**config.mk**
```make
export PLATFORM = sky130hd
export DESIGN_NAME = preload_sequencer
export DESIGN_NICKNAME = d
export VERILOG_FILES = /design/src/rtl/preload_sequencer_pkg.sv /design/src/rtl/preload_sequencer_stream_addr_writer.sv /design/src/rtl/preload_sequencer.sv
export SDC_FILE = /design/constraint.sdc
export NUM_CORES = 1
export LEC_CHECK = 0
export ABC_AREA = 1
export CORE_MARGIN = 2
export CORE_UTILIZATION = 50
export CTS_CLUSTER_SIZE = 10
export DETAILED_ROUTE_END_ITERATION = 8
export GPL_TIMING_DRIVEN = 0
export PLACE_DENSITY_LB_ADDON = 0.05
export SETUP_SLACK_MARGIN = 0.4
export SLEW_MARGIN = 20
export SYNTH_ARGS = -nofsm -noshare
export SYNTH_HDL_FRONTEND = slang
export SYNTH_SLANG_ARGS = --single-unit
```
**constraint.sdc**
```tcl
create_clock -name clk -period 4.88 [get_ports clk]
set_input_delay 1.22 -clock clk [delete_from_list [all_inputs] [get_ports clk]]
set_output_delay 1.22 -clock clk [all_outputs]
set_load 0.01 [all_outputs]
```
**src/rtl/preload_sequencer_pkg.sv**
```systemverilog
// Shared types and constants for the pre-load sequencer and its stream writers.
package preload_pkg;

  localparam int DEPTH          = 64;
  localparam int ADDR_W         = $clog2(DEPTH);
  localparam int W_W            = 8;
  localparam int A_W            = 7;
  localparam int SETTLE_CYCLES  = 4;
  localparam int PRELOAD_CYCLES = 3;
  localparam int CAL_CYCLES     = 22;
  // Wide enough for the longest phase reload value.
  localparam int PH_W           = $clog2(CAL_CYCLES + 1);

  typedef enum logic [2:0] {
    IDLE,
    LOAD,
    SETTLE,
    PRELOAD,
    CAL,
    FIN
  } state_t;

  // Down-counter reload value for a timed state; it counts N-1..0, so the state lasts N cycles.
  function automatic logic [PH_W-1:0] phase_reload(input state_t s);
    case (s)
      SETTLE:  return PH_W'(SETTLE_CYCLES - 1);
      PRELOAD: return PH_W'(PRELOAD_CYCLES - 1);
      CAL:     return PH_W'(CAL_CYCLES - 1);
      default: return '0;
    endcase
  endfunction

endpackage

```
**src/rtl/preload_sequencer_stream_addr_writer.sv**
```systemverilog
// Accepts one valid/ready byte stream and turns it into registered (data, address) write pairs.
module stream_addr_writer #(
  parameter int DW     = 8,
  parameter int DEPTH  = 64,
  parameter int ADDR_W = 6
) (
  input  logic              clk,
  input  logic              rst,
  input  logic              i_en,
  input  logic              i_clr,
  input  logic [DW-1:0]     i_data,
  input  logic              i_valid,
  output logic              o_ready,
  output logic [DW-1:0]     o_data,
  output logic [ADDR_W-1:0] o_addr,
  output logic              o_full
);

  localparam logic [ADDR_W:0] FULL_CNT = (ADDR_W + 1)'(DEPTH);

  logic [ADDR_W:0]   r_cnt;
  logic [DW-1:0]     r_data;
  logic [ADDR_W-1:0] r_addr;
  logic              w_fire;

  assign o_full  = (r_cnt == FULL_CNT);
  assign o_ready = i_en && (r_cnt < FULL_CNT);
  assign w_fire  = i_valid && o_ready;
  assign o_data  = r_data;
  assign o_addr  = r_addr;

  // Count accepted beats (saturating at DEPTH via ready) and register the write pair.
  always_ff @(posedge clk or negedge rst) begin
    if (!rst) begin
      r_cnt  <= '0;
      r_data <= '0;
      r_addr <= '0;
    end else if (i_clr) begin
      r_cnt  <= '0;
    end else if (w_fire) begin
      r_cnt  <= r_cnt + (ADDR_W + 1)'(1);
      r_data <= i_data;
      r_addr <= r_cnt[ADDR_W-1:0];
    end
  end

endmodule

```
**src/rtl/preload_sequencer.sv**
```systemverilog
// Drives one tile through load, settle, pre-load and compute phases.
//
// state   | meaning
// IDLE    | waiting for start; counters held clear
// LOAD    | accepting weight/activation beats until both memories hold DEPTH entries
// SETTLE  | load_mem_done high, waiting for the pre-load unit to settle
// PRELOAD | PreLoad_CWeight high, one cycle per CPE in a column
// CAL     | Cal high for the pipeline fill/compute/drain window
// FIN     | single-cycle done pulse, then back to IDLE
module preload_sequencer
  import preload_pkg::*;
(
  input  logic              clk,
  input  logic              rst,
  input  logic              start,
  input  logic              abort,
  input  logic [W_W-1:0]    w_data,
  input  logic              w_valid,
  output logic              w_ready,
  input  logic [A_W-1:0]    a_data,
  input  logic              a_valid,
  output logic              a_ready,
  output logic [W_W-1:0]    Weight,
  output logic [ADDR_W-1:0] Weight_Mem_Address_in,
  output logic [A_W-1:0]    Activation,
  output logic [ADDR_W-1:0] Activation_Mem_Address_in,
  output logic              load_mem_done,
  output logic              PreLoad_CWeight,
  output logic              Cal,
  output logic              busy,
  output logic              done
);

  state_t          r_state;
  state_t          w_next;
  logic [PH_W-1:0] r_phase;
  logic            w_phase_end;
  logic            w_load_en;
  logic            w_clr;
  logic            w_wt_full;
  logic            w_act_full;

  // An abort cycle accepts no beat, so the data/address outputs hold across the abort.
  assign w_load_en   = (r_state == LOAD) && !abort;
  assign w_clr       = abort || (r_state == IDLE);
  assign w_phase_end = (r_phase == '0);

  stream_addr_writer #(.DW(W_W), .DEPTH(DEPTH), .ADDR_W(ADDR_W)) u_wt_writer (
    .clk     (clk),
    .rst     (rst),
    .i_en    (w_load_en),
    .i_clr   (w_clr),
    .i_data  (w_data),
    .i_valid (w_valid),
    .o_ready (w_ready),
    .o_data  (Weight),
    .o_addr  (Weight_Mem_Address_in),
    .o_full  (w_wt_full)
  );

  stream_addr_writer #(.DW(A_W), .DEPTH(DEPTH), .ADDR_W(ADDR_W)) u_act_writer (
    .clk     (clk),
    .rst     (rst),
    .i_en    (w_load_en),
    .i_clr   (w_clr),
    .i_data  (a_data),
    .i_valid (a_valid),
    .o_ready (a_ready),
    .o_data  (Activation),
    .o_addr  (Activation_Mem_Address_in),
    .o_full  (w_act_full)
  );

  // State register.
  always_ff @(posedge clk or negedge rst) begin
    if (!rst) r_state <= IDLE;
    else      r_state <= w_next;
  end

  // Shared phase down-counter, reloaded whenever a new state is entered.
  always_ff @(posedge clk or negedge rst) begin
    if (!rst)                    r_phase <= '0;
    else if (abort)              r_phase <= '0;
    else if (w_next != r_state)  r_phase <= phase_reload(w_next);
    else if (!w_phase_end)       r_phase <= r_phase - PH_W'(1);
  end

  // Next-state and phase control outputs decoded from the current state.
  always_comb begin
    w_next          = r_state;
    busy            = (r_state != IDLE);
    load_mem_done   = 1'b0;
    PreLoad_CWeight = 1'b0;
    Cal             = 1'b0;
    done            = 1'b0;
    case (r_state)
      IDLE:    if (start) w_next = LOAD;
      LOAD:    if (w_wt_full && w_act_full) w_next = SETTLE;
      SETTLE: begin
        load_mem_done = 1'b1;
        if (w_phase_end) w_next = PRELOAD;
      end
      PRELOAD: begin
        load_mem_done   = 1'b1;
        PreLoad_CWeight = 1'b1;
        if (w_phase_end) w_next = CAL;
      end
      CAL: begin
        load_mem_done = 1'b1;
        Cal           = 1'b1;
        if (w_phase_end) w_next = FIN;
      end
      FIN: begin
        load_mem_done = 1'b1;
        done          = 1'b1;
        w_next        = IDLE;
      end
      default: w_next = IDLE;
    endcase
    if (abort) w_next = IDLE;
  end

endmodule

```
# [Word level (Yosys, flattened, before mapping)]
# Cells that the tools add are included.
[classes] add_sub_neg=3 multipliers=0 div=0 order_cmp=2 n_eq_ne=12 n_shift=0 mux=19 bitwise=1 n_reduce_logical=16
[op_table] operator="two-way mux 7 bit" count=4
[op_table] operator="two-way mux 3 bit" count=6
[op_table] operator="two-way mux 5 bit" count=3
[op_table] operator="case mux 3 bit (5 select lines)" count=1
[op_table] operator="case mux 5 bit (3 select lines)" count=1
[op_table] operator="adder 7 x 1 -> 7 bit (second input constant)" count=2
[op_table] operator="== test 7 bit (second input constant)" count=2
[op_table] operator="< comparator 7 bit (second input constant)" count=2
[op_table] operator="== test 3 x 2 -> 1 bit (second input constant)" count=4
[op_table] operator="== test 3 bit (second input constant)" count=3
[op_table] operator="logical AND 1 bit" count=6
[op_table] operator="logical NOT 5 bit" count=1
[op_table] operator="subtractor 5 x 1 -> 5 bit (second input constant)" count=1
[op_table] operator="two-way mux 1 bit" count=4
[op_table] operator="AND reduction 2 bit" count=2
[op_table] operator="nonzero test 2 bit" count=2
[op_table] operator="OR reduction 4 bit" count=1
[op_table] operator="== test 3 x 1 -> 1 bit (second input constant)" count=1
[op_table] operator="logical NOT 3 bit" count=1
[op_table] operator="inequality test 3 x 2 -> 1 bit (second input constant)" count=1
[op_table] operator="inequality test 3 bit" count=1
[op_table] operator="nonzero test 3 bit" count=1
[op_table] operator="logical NOT 1 bit" count=1
[op_table] operator="logical OR 1 bit" count=1
[op_table] operator="inverter 1 bit" count=1
[totals] register_bits=49 latch_bits=0 ramBits=0 rom_bits=0 inputBits=21 memories=0

# [Longest topological paths before layout]
# Gate-level depths: netlist of the first run.
[logic_depth] ltp_word=9 depth_mapped=18

# [Cells and area by module]
# Synthesis of the first run repeated with hierarchy kept, for this count alone.
[unflattened] hier_cells=293 area_unflattened_um2=2481.1
[modules_own_cells] mod="stream_addr_writer (u_wt_writer)" n_inst=1 cells_per_inst=101 area_each_um2=932.1
[modules_own_cells] mod="stream_addr_writer (u_act_writer)" n_inst=1 cells_per_inst=98 area_each_um2=900.9
[modules_own_cells] mod="preload_sequencer" n_inst=1 cells_per_inst=94 area_each_um2=648.1

# [Worst setup path after synthesis of the first run]
# Ideal clock, no wire load.
[synth_timing] path_type="input -> output" startpoint="input abort" endpoint="output a_ready" t_arrival_ps=1444 required_time_ps=3660 slack_ps=2216 cell_stages=1 cell_sequence="nor3_4"
[synth_via] elab_chain_len=3
[synth_rtl] element="start: declaration" line_no="preload_sequencer.sv:16" text="input logic abort,"
[synth_rtl] element="logical NOT 1 bit" line_no="preload_sequencer.sv:44" text="assign w_load_en = (r_state == LOAD) && !abort;"
[synth_rtl] element="logical AND 1 bit" line_no="preload_sequencer.sv:44"
[synth_rtl] element="logical AND 1 bit" line_no="preload_sequencer_stream_addr_writer.sv:27" text="assign o_ready = i_en && (r_cnt < FULL_CNT);"
[synth_rtl] element="end: declaration" line_no="preload_sequencer.sv:22" text="output logic a_ready,"
# No other way between the ends.

# [Worst setup path in the final report of the first run]
# Ends and elaborated chain as after synthesis.

==> flow_metrics.tcl, run 1 <==
set metrics [dict create \
    status "complete, no violations" \
    track_usage_pct 20.12 \
    slowest_stage "clkdlybuf4s50_1" \
    finalMaxSlewViolations 0 \
    h-tree-depth 2 \
    crit_fanout 5 \
    clockBufferDepth 2 \
    antenna-diode-count 0 \
    end_kind "primary output" \
    cts_sinks 49 \
    die_height_um 73.34 \
    grt_pass1_vias 1879 \
    drv_cap 0 \
    synth_compound_area_share_pct 6.663 \
    synth-simple-area-share_pct 29.20 \
    fin_util_pct 66.59 \
    fp.dieW_um 73.34 \
    area.sequential_um2 1226 \
    cts_made_buffers 5 \
    viasPerCell 4.930 \
    dp_hpwl_um 3587 \
    place_ws_ns 1.016 \
    wl_per_cell_um 12.11 \
    min-delay-path-class "flip-flop to flip-flop" \
    critPathArrivalTime_ns 2.66 \
    clkTransAtPathRegs_ns 0.10 \
    routed-via-count 1962 \
    synthesis.yosys.warnings 0 \
    syn_area_per_cell_um2 8.554 \
    power_density_nw_per_um2 311.4 \
    critPathMaxStageDelay_ns 0.58 \
    drt-initial-drc-count 59 \
    root_buffer "clkbuf_8" \
    seq_area_frac_synth_pct 51.02 \
    hold_violations 0 \
    synthMuxAreaShare_pct 0 \
    num_io_pins 55 \
    synth_top_family_by_area "simple AND/OR/NAND/NOR gates" \
    drc 0 \
    wl_um 4818 \
    synth_cell_types 27 \
    fin_crit_sh_pct 79.41 \
    start_util_pct 51.23 \
    critical_path_class "input pin to primary output" \
    max_slew_margin_pct 71.16 \
    fin_tns_setup_ns 0 \
    worstMarginPinSlew_ns 0.4327 \
    drive_gt1_share_pct 10.76 \
    routabilityCongestion 0.8504 \
    dpl-instance-area_um2 3027 \
    ctsHoldBuffers 0 \
    grt-ovfl-total 0 \
    stdcell_count 398 \
    multi_input_area_um2 1033 \
    grt_antenna_before_repair 0 \
    leakage_nw 1.536 \
    ant_nets 0 \
    cp.required_ns 3.66 \
    crit_chain "clkdlybuf4s50_1 -> nor3_4 -> clkdlybuf4s50_1" \
    finalCriticalPeriod_ns 3.875 \
    nFillCells 401 \
    grt_first_pass_wirelength_um 8135 \
    io_buffers 54 \
    drtPass1Iterations 5 \
    vdd_drop_max_mv 0.2037 \
    ff2ff_path_depth 16 \
    fin_skew_ns 0.008190 \
    setup_viol 0 \
    cp_common_cell "clkdlybuf4s50_1" \
    clk_latency_ns 0.31 \
    max_freq_ghz 0.2581 \
    cts_tree "built" \
    layout.nets 370 \
    cts.repair.resized 0 \
    dp.cells 390 \
    area_growth_pct 29.98 \
    hold_path_depth 2 \
    synth_xor_area_share_pct 4.008 \
    final_cell_mix "nand2_1, clkdlybuf4s50_1, dfrtp_1" \
    rows 25 \
    synthAdderAreaFrac_pct 3.123 \
    die_area_um2 5378 \
    setup_ws_ns 1.005 \
    design_area_um2 3124 \
    grt_setup_unrepaired "no" \
    ys_ff_latch 49 \
    start_kind "input pin" \
    netlist_instances 281 \
    grt_max_degree 34 \
    synth_area_um2 2404 \
    core_um2 4692 \
    syn-num-nets 308 \
    cts_setup_buffers 0 \
    final_common_cell "nand2_1" \
]
-- critical path: cells and delay by family --
family,cells,cell delay (ns)
buffers and inverters,2,1.14
AND/OR/NAND/NOR,1,0.29
-- layer usage --
metal	up-vias	track usage [%]	share of wire, %
li1	1002	-	-
met2	51	32.03	46
met4	0	8.283	1.7
met5	-	0	0
met1	901	25.45	46
met3	8	6.447	6.4
-- power breakdown --
group	internal (mW)	leakage (nW)	switching [mW]
Clock	0.107	0.0506	0.152
Sequential	0.449	0.654	0.0277
Combinational	0.121	0.831	0.116
Total	0.677	1.54	0.296
-- worst paths after layout --
check / from / endpoint / slack [ns]
worst max register to register: r_phase[0] / r_phase[0] / 2.86
min in group asynchronous: rst / r_state[1] / 0.82
worst max-delay path: abort / a_ready / 1.00
max in group asynchronous: rst / u_act_writer.o_addr[5] / 3.55
worst min register to register: u_wt_writer.o_data[5] / u_wt_writer.o_data[5] / 0.49
worst min-delay path: u_wt_writer.o_data[5] / u_wt_writer.o_data[5] / 0.49
-- synth_stat cells (all sizes together) --
cell type	count	area (µm²)
buf	1	5.000
clkbuf	3	11.26
dfrtp	49	1226
ha	6	75.07
inv	34	127.6
nand2	105	426.7
nand3	13	80.08
nand3b	2	15.01
nor2	21	91.33
nor3	7	67.56
nor4	1	21.27
o21ai	17	85.08
o21bai	2	15.01
o22ai	7	43.79
o31ai	1	7.510
o41ai	1	8.760
xnor2	3	26.28
xor2	8	70.07
-- sequential cells by signal, summed over array words and instances, names as in the netlist --
name / cells
u_wt_writer.r_cnt: 7
u_act_writer.o_data: 7
u_wt_writer.o_data: 8
r_phase: 5
u_wt_writer.o_addr: 6
r_state: 3
u_act_writer.o_addr: 6
u_act_writer.r_cnt: 7
-- cells by family (layout without fill, tap and decap cells) --
group                    Yosys count  count (layout)
AO/OA/AOI/OAI                     28              28
buffers and inverters             38             101
XOR/XNOR                          11              11
flip-flops                        49              49
AND/OR/NAND/NOR                  149             149
adder cells (fa/ha/maj)            6               6
-- stage by stage --
stage                     hold WS, ns  power [mW]
final                          0.4895      0.9730
after global routing           0.5093       1.031
after CTS                      0.4906      0.9861
after detailed placement       0.4637      0.7237
after global placement         0.4646      0.7188
after floorplan                0.4968      0.6027
-- final cells by class --
cell class	count	share of cell area [%]
Buffer	4	0.5206
Clock buffer	5	2.203
Clock inverter	3	0.9211
Inverter	34	4.085
Multi-Input combinational cell	194	33.08
Sequential cell	49	39.25
Tap cell	54	2.163
Timing Repair Buffer	55	17.78
Power figures use the tool's default switching activity.
==> run 2: changes to the inputs <==
--- a/config.mk
+++ b/config.mk
@@ -7,7 +7,7 @@
 export LEC_CHECK = 0
 export ABC_AREA = 1
 export CORE_MARGIN = 2
-export CORE_UTILIZATION = 50
+export CORE_UTILIZATION = 45
 export CTS_CLUSTER_SIZE = 10
 export DETAILED_ROUTE_END_ITERATION = 8
 export GPL_TIMING_DRIVEN = 0
==> constraint.sdc (replaced) <==
create_clock -name clk -period 3.42 [get_ports clk]
set_input_delay 0.855 -clock clk [delete_from_list [all_inputs] [get_ports clk]]
set_output_delay 0.855 -clock clk [all_outputs]
set_load 0.01 [all_outputs]
==> flow_metrics.tcl, run 2 (synthesis results as in run 1) <==
set metrics [dict create \
    drc 0 \
    clkTransAtPathRegs_ns 0.10 \
    grt_max_degree 50 \
    cp.buffers_inverters 2 \
    start_kind "input pin" \
    h-tree-depth 2 \
    fin_crit_sh_pct 83.02 \
    critical_path_class "input pin to primary output" \
    min-delay-path-class "flip-flop to flip-flop" \
    grt_pass1_vias 1940 \
    cp.required_ns 2.56 \
    ctsHoldBuffers 0 \
    reg2reg_slack_ns 1.39 \
    io_buffers 54 \
    fin_skew_ns 0.01057 \
    root_buffer "clkbuf_8" \
    cts_made_buffers 5 \
    rows 26 \
    routabilityCongestion 0.8280 \
    area.sequential_um2 1226 \
    routed-via-count 1930 \
    drive_gt1_share_pct 10.50 \
    layout.nets 369 \
    final_common_cell "nand2_1" \
    hold_ws_ns 0.4867 \
    power_density_nw_per_um2 443.8 \
    grt_antenna_before_repair 0 \
    final_cell_mix "nand2_1, clkdlybuf4s50_1, dfrtp_1" \
    num_io_pins 55 \
    status "complete, no violations" \
    drv_cap 0 \
    vdd_drop_max_mv 0.3115 \
    crit_chain "dlygate4sd2_1 -> nor3_4 -> clkdlybuf4s50_1" \
    setup_viol 0 \
    cts_sinks 49 \
    hold_violations 0 \
    max_slew_margin_pct 58.96 \
    drtPass1Iterations 4 \
    max_freq_ghz 0.3522 \
    track_usage_pct 17.92 \
    slowest_stage "clkdlybuf4s50_1" \
    largest_register_ff_count 8 \
    clockBufferDepth 2 \
    fp.dieW_um 77.09 \
    critPathArrivalTime_ns 1.98 \
    fin_tns_setup_ns 0 \
    grt_setup_unrepaired "no" \
    finalMaxSlewViolations 0 \
    end_kind "primary output" \
    viasPerCell 4.673 \
    die_height_um 77.09 \
    worstMarginPinSlew_ns 0.6157 \
    leakage_nw 1.530 \
    ant_nets 0 \
    drt-initial-drc-count 93 \
    wl_per_cell_um 11.54 \
    critPathTopFamily "buffers and inverters" \
    grt-ovfl-total 0 \
    wl_um 4767 \
    grt_first_pass_wirelength_um 8514 \
    die_area_um2 5942 \
    crit_fanout 5 \
    finalCriticalPeriod_ns 2.839 \
    nFillCells 498 \
    cts_tree "built" \
    core_um2 5140 \
    start_util_pct 46.76 \
    clk_latency_ns 0.31 \
    critPathMaxStageDelay_ns 0.56 \
    antenna-diode-count 0 \
    area_growth_pct 30.14 \
    cts_setup_buffers 0 \
    dp_hpwl_um 3493 \
    p_total_mw 1.388 \
    multi_input_area_um2 1033 \
]
## run 2: cell types whose count changed in the layout (fill, tap and decap cells not counted), sizes merged
cell / change
buf: -1
clkbuf: +1
clkdlybuf4s50: -1
dlygate4sd2: +1
inv: -1
## run 2: tightest hold or removal path, stage by stage, from the launching register on
cell	delay (ns)
dfrtp_1	0.36
nand2_1	0.05
nand2_1	0.05
## run 2: power by group
group	leakage (nW)	switching, mW	internal, mW
combinational	0.824	0.165	0.170
sequential	0.654	0.0388	0.640
clock	0.0518	0.205	0.168
## run 2: area by class of cell
cell class / instances / area share [%]
inverter: 34 / 4.080
clock inverter: 2 / 0.5600
tap: 70 / 2.800
clock buffer: 6 / 2.640
sequential: 49 / 39.20
buffer: 4 / 0.5200
multi-input combinational: 194 / 33.04
timing repair buffer: 54 / 17.16
## run 2: final timing paths
check / cells after the start / from / end
worst max-delay path: 3 / abort / w_ready
worst min-delay path: 2 / u_wt_writer.o_data[4] / u_wt_writer.o_data[4]
worst max register to register: 16 / r_phase[0] / r_phase[1]
worst min register to register: 2 / u_wt_writer.o_data[4] / u_wt_writer.o_data[4]
max in group asynchronous: 1 / rst / u_act_writer.r_cnt[3]
min in group asynchronous: 1 / rst / r_state[2]
## run 2: stage by stage
step | setup slack (ns) | util (%) | area [µm²] | instances
after CTS | 0.5681 | 60.86 | 3128 | 413
after detailed placement | 0.3151 | 58.93 | 3029 | 405
after global routing | 0.5340 | 60.86 | 3128 | 413
after global placement | 0.009864 | 58.98 | 3032 | 405
final | 0.5806 | 60.86 | 3128 | 413
after floorplan | 1.486 | - | 2404 | 281
## run 2: repair_timing
item                                    CTS  global route
endpoints found under the hold margin     0             0
endpoints found under the setup margin    2             0
gates resized for setup                   1             0
## run 2: routing by layer
metal / up-vias / track usage [%] / share of wire (%)
met5: - / 0 / 0
met4: 0 / 4.107 / 0.48
met3: 2 / 6.471 / 6.2
met2: 42 / 29.65 / 46
met1: 888 / 22.60 / 48
li1: 998 / - / -
